--- config.mk ---
export PLATFORM = sky130hd
export DESIGN_NAME = coherence_ctrl
export DESIGN_NICKNAME = d
export VERILOG_FILES = /design/src/rtl/coherence_ctrl.sv
export SDC_FILE = /design/constraint.sdc
export NUM_CORES = 1
export LEC_CHECK = 0
export CORE_AREA = 2 2 196 198
export CTS_CLUSTER_DIAMETER = 60
export DETAILED_ROUTE_END_ITERATION = 12
export DIE_AREA = 0 0 198 200
export HOLD_SLACK_MARGIN = 0.06
export RECOVER_POWER = 25
export SETUP_SLACK_MARGIN = 0.02
export SLEW_MARGIN = 0
export SYNTH_ARGS = -nofsm -noshare
export SYNTH_HDL_FRONTEND = slang
export SYNTH_SLANG_ARGS = --single-unit
export TNS_END_PERCENT = 20
--- constraint.sdc ---
create_clock -name CLK -period 3.55 [get_ports CLK]
set_input_delay 0.5325 -clock CLK [delete_from_list [all_inputs] [get_ports CLK]]
set_output_delay 0.5325 -clock CLK [all_outputs]
set_load 0.01 [all_outputs]
--- src/rtl/coherence_ctrl.sv ---
// Coherence controller: arbitrates per-core icache/dcache requests onto one RAM port and
// snoops/invalidates the other dcaches when a dcache line changes state.
module coherence_ctrl #(
  parameter int unsigned CPUS = 2,
  parameter int unsigned AW   = 32
) (
  input  logic              CLK,
  input  logic              RST,
  input  logic [CPUS-1:0]   iREN,
  input  logic [CPUS*AW-1:0] iaddr,
  output logic [CPUS-1:0]   iwait,
  output logic [CPUS*AW-1:0] iload,
  input  logic [CPUS-1:0]   dREN,
  input  logic [CPUS-1:0]   dWEN,
  input  logic [CPUS*AW-1:0] daddr,
  input  logic [CPUS*AW-1:0] dstore,
  input  logic [CPUS-1:0]   ccwrite,
  input  logic [CPUS-1:0]   cctrans,
  output logic [CPUS-1:0]   dwait,
  output logic [CPUS*AW-1:0] dload,
  output logic [CPUS-1:0]   ccwait,
  output logic [CPUS-1:0]   ccinv,
  output logic [CPUS*AW-1:0] ccsnoopaddr,
  output logic              ramREN,
  output logic              ramWEN,
  output logic [AW-1:0]     ramaddr,
  output logic [AW-1:0]     ramstore,
  input  logic [AW-1:0]     ramload,
  input  logic              ramready
);

  localparam int unsigned IW = (CPUS > 1) ? $clog2(CPUS) : 1;

  typedef enum logic [1:0] {StIdle, StSnoop, StAccess} state_e;

  state_e        state_q;
  logic [IW-1:0] rr_q;
  logic [IW-1:0] gnt_q;
  logic          gnt_d_q;

  logic [CPUS-1:0] dreq;
  logic            pick_valid;
  logic            pick_d;
  logic [IW-1:0]   pick_k;
  logic            done;
  logic [31:0]     g_base;

  function automatic logic [IW-1:0] rr_add(input logic [IW-1:0] base, input int unsigned off);
    return IW'((32'(base) + off) % CPUS);
  endfunction

  assign g_base = 32'(gnt_q) * AW;
  // A reset cycle never signals completion, even if ramready happens to be high.
  assign done   = (state_q == StAccess) && ramready && !RST;

  // Dcache requests first, then icache; each kind scanned round-robin from rr_q.
  always_comb begin
    pick_valid = 1'b0;
    pick_d     = 1'b0;
    pick_k     = '0;
    dreq       = dREN | dWEN;
    for (int unsigned off = 0; off < CPUS; off++) begin
      if (!pick_valid && dreq[rr_add(rr_q, off)]) begin
        pick_valid = 1'b1;
        pick_d     = 1'b1;
        pick_k     = rr_add(rr_q, off);
      end
    end
    for (int unsigned off = 0; off < CPUS; off++) begin
      if (!pick_valid && iREN[rr_add(rr_q, off)]) begin
        pick_valid = 1'b1;
        pick_k     = rr_add(rr_q, off);
      end
    end
  end

  always_ff @(posedge CLK) begin
    if (RST) begin
      state_q <= StIdle;
      rr_q    <= '0;
      gnt_q   <= '0;
      gnt_d_q <= 1'b0;
    end else begin
      unique case (state_q)
        StIdle: begin
          if (pick_valid) begin
            gnt_q   <= pick_k;
            gnt_d_q <= pick_d;
            state_q <= (pick_d && cctrans[pick_k]) ? StSnoop : StAccess;
          end
        end
        StSnoop: state_q <= StAccess;
        StAccess: begin
          if (ramready) begin
            state_q <= StIdle;
            rr_q    <= rr_add(gnt_q, 1);
          end
        end
        default: state_q <= StIdle;
      endcase
    end
  end

  // Outputs decode the registered state/grant; completion follows ramready in the same cycle.
  always_comb begin
    iwait       = '1;
    dwait       = '1;
    iload       = '0;
    dload       = '0;
    ccwait      = '0;
    ccinv       = '0;
    ccsnoopaddr = '0;
    ramREN      = 1'b0;
    ramWEN      = 1'b0;
    ramaddr     = '0;
    ramstore    = '0;
    if (state_q == StSnoop) begin
      for (int unsigned j = 0; j < CPUS; j++) begin
        if (IW'(j) != gnt_q) begin
          ccwait[j]                 = 1'b1;
          ccinv[j]                  = ccwrite[gnt_q];
          ccsnoopaddr[j*AW +: AW]   = daddr[g_base +: AW];
        end
      end
    end
    if (state_q == StAccess) begin
      if (gnt_d_q) begin
        ramREN   = dREN[gnt_q];
        ramWEN   = dWEN[gnt_q];
        ramaddr  = daddr[g_base +: AW];
        ramstore = dstore[g_base +: AW];
        if (done) begin
          dwait[gnt_q] = 1'b0;
          if (dREN[gnt_q]) dload[g_base +: AW] = ramload;
        end
      end else begin
        ramREN  = iREN[gnt_q];
        ramaddr = iaddr[g_base +: AW];
        if (done) begin
          iwait[gnt_q]        = 1'b0;
          iload[g_base +: AW] = ramload;
        end
      end
    end
  end

endmodule

==> out/qor.csv <==
stage,metric,value,unit
clock_network,Max Root-Sink Buffers,2,
placed_design,DP HPWL,18.7,mm
run,Max Cap Violations,0,
critical_path,Worst EP required,3.02,ns
worst_hold_path,HP Start,rr_q,
synth,Syn Nets,699,
synth,synth top area cells,"mux2i_1 (31%), and2_1 (20%), and3_1 (13%)",
critical_path,Critical Path AT,2.82,ns
layout,layout overhead on the synthesized area,181,%
global_routing,Overflow after GRT,0,
critical_path,CP Launch Type,primary input,
synth,Post-synth ARST share,0,%
route,post-DR wirelength/cell,15.3,um
global_routing,first-pass GRT wire length,30.8,mm
timing,final setup vio count,0,
timing,Rel. slew slack,36.9,%
timing,hold slack,0.533,ns
clock_network,worst skew pair latency,0.23,ns
floorplanning,Core Area,37400,um^2
route,first-pass detailed-route iteration total,4,
layout,final instance area,8930,um^2
power_and_ir_drop,VDD IR max,92.6,uV
timing,Tcrit/Tclk final,94.5,%
layout,nets,1171,
synth,top cell type's share of synthesized area,31.4,%
critical_path,crit path max fanout,32,
placed_design,# placed instances,1440,
global_routing,vias in the first global route,5178,
synth,Mapped Area,3180,um^2
layout,register area,101,um^2
global_routing,total track usage,9.95,%
clock_network,CTS tree,done,
placed_design,Port Buf Inserts,502,
synth,Post-synth top cells,"and2_1 (100), mux2i_1 (100), and3_1 (65)",
worst_hold_path,Hold Path Class,flip-flop to flip-flop,
synth,Post-synth EDFFs,0,
clock_network,Sinks on Clock Net,5,
timing,Setup TNS,0,ns
floorplanning,Initial Utilization,8.51,%
route,post-route DRC violation count,0,
synth,Synth Flop Type,dfxtp_1,
floorplanning,Die Span Y,200,um
synth,Synth cell types,33,
critical_path,"setup slack, reg-to-reg",1.74,ns
layout,fill count,4085,
clock_network,post-cts resize count,0,
placed_design,Final GP Congestion,0.916,
layout,# diodes,0,
power_and_ir_drop,cell area power density,128,nW/um^2
floorplanning,Die ar.,39600,um^2
global_routing,largest net degree at the start of global routing,68,
critical_path,crit end category,output port,
clock_network,CTS buffer count,3,
clock_network,hold_buf cts,0,
route,final WL,22.1,mm
timing,minimum clock period,3.36,ns
route,Iter 0 DRT Violations,144,
critical_path,Critical R2R Capture,rr_q,
route,routed vias/inst,3.66,
route,Vias,5285,
worst_hold_path,hold depth,2,
power_and_ir_drop,leak pwr,3.37,nW
synth,YS warnings,0,
timing,Final Hold Viols,0,
worst_hold_path,Worst Hold End,rr_q,
outcome,status,"finished, final reports clean",
timing,Max Slew Vio Count,0,
timing,RSZ-0062 raised after global routing,no,
placed_design,Post-DP Area,8870,um^2
global_routing,number of antenna violations at the first check in global routing,0,
floorplanning,# IOs,503,
layout,share of cells above drive strength 1,3.22,%
timing,Layout Skew,0.000978,ns
critical_path,Setup CP Type,primary input to output port,
clock_network,post-CTS setup buffer count,0,
synth,Cells after Synth,462,
clock_network,clock transition at the registers of the reported paths,0.03,ns
timing,Peak Freq,298,MHz
clock_network,CTS root buffer,clkbuf_16,
synth,post-synthesis sequential area ratio,3.14,%
critical_path,worst r2r path cells,4,
synth,#FFs+latches synth,5,
critical_path,r2r startpoint,gnt_q,
synth,syn avg cell area,6.89,um^2
synth,Yosys top cell by area,mux2i_1,
clock_network,CTS H-tree depth,1,
route,antenna-violating nets left,0,
power_and_ir_drop,Pwr Total,1.14,mW
layout,Layout Cells excl Fill,1444,
layout,area of the multi-input gates,2860,um^2
floorplanning,Row Count,71,
floorplanning,Die X-Extent,198,um
timing,Worst-Margin Slew,0.946,ns
cells in the final DEF, fill, tap and decap left out, types with 2 or more instances in the layout:
| cell type | n |
|---|---|
| nand2b_1 | 2 |
| a21oi_1 | 3 |
| o22ai_1 | 34 |
| or2_2 | 2 |
| clkbuf_16 | 3 |
| clkbuf_2 | 4 |
| clkdlybuf4s50_1 | 449 |
| dlygate4sd3_1 | 53 |
| and3_1 | 65 |
| buf_12 | 7 |
| dfxtp_1 | 4 |
| inv_1 | 3 |
| clkbuf_1 | 2 |
| mux2i_1 | 100 |
| buf_4 | 7 |
| nor3_1 | 2 |
| nor3b_1 | 32 |
| o21ai_0 | 2 |
| nand2_1 | 3 |
| and2_1 | 99 |
| nor2_1 | 38 |
| or4_1 | 2 |
layer usage:
layer	track usage (%)	share of wire [%]
met4	0.975	0.74
met5	0	0
met2	19.1	52
met1	12.0	40
met3	1.58	7.7
worst max-delay path by stage:
| stage | start | to | slack (ns) |
|---|---|---|---|
| 2_1_floorplan | RST | dload[10] | 1.30 |
| 3_3_place_gp | ramready | dload[29] | 0.30 |
| 3_5_place_dp | ramready | dload[27] | 0.25 |
| 4_1_cts | ramready | dload[27] | 0.25 |
| 5_1_grt | ramready | dload[27] | 0.08 |
| 6_report | ramready | dload[27] | 0.19 |
report_power, final:
group / switching, mW / internal (mW)
Combinational: 0.357 / 0.512
Sequential: 0.0234 / 0.0627
Clock: 0.0367 / 0.149
Total: 0.417 / 0.724
sequential cells by signal, summed over array words and instances (netlist names):
signal,flops
gnt_d_q,1
gnt_q,1
rr_q,1
state_q,2
cell type report:
cell class	count	share of cell area, %
Tap cell	511	7.16
Timing Repair Buffer	521	58.7
Sequential cell	5	1.13
Clock buffer	4	0.882
Multi-Input combinational cell	400	32.0
Inverter	3	0.126
cells by family (layout without fill, tap and decap cells):
group | count (synthesis) | count (layout) | share of synthesized area, %
flip-flops | 5 | 5 | 3.14
AO/OA/AOI/OAI | 43 | 43 | 8.53
buffers and inverters | 57 | 528 | 7.31
multiplexers | 100 | 100 | 31.4
AND/OR/NAND/NOR | 257 | 257 | 49.6
per-stage QoR:
step,util [%],setup WS (ns)
after floorplan,-,1.30
after global placement,23.7,0.296
after detailed placement,23.7,0.249
after CTS,23.9,0.249
after global routing,23.9,0.0801
final,23.9,0.193
critical path: stages:
cell             delay, ns
dlygate4sd3_1         0.62
nand3b_4              0.11
or3b_4                0.42
nor3b_4               0.24
buf_12                0.20
and2_1                0.15
clkdlybuf4s50_1       0.53
(Power assumes the default switching activity.)
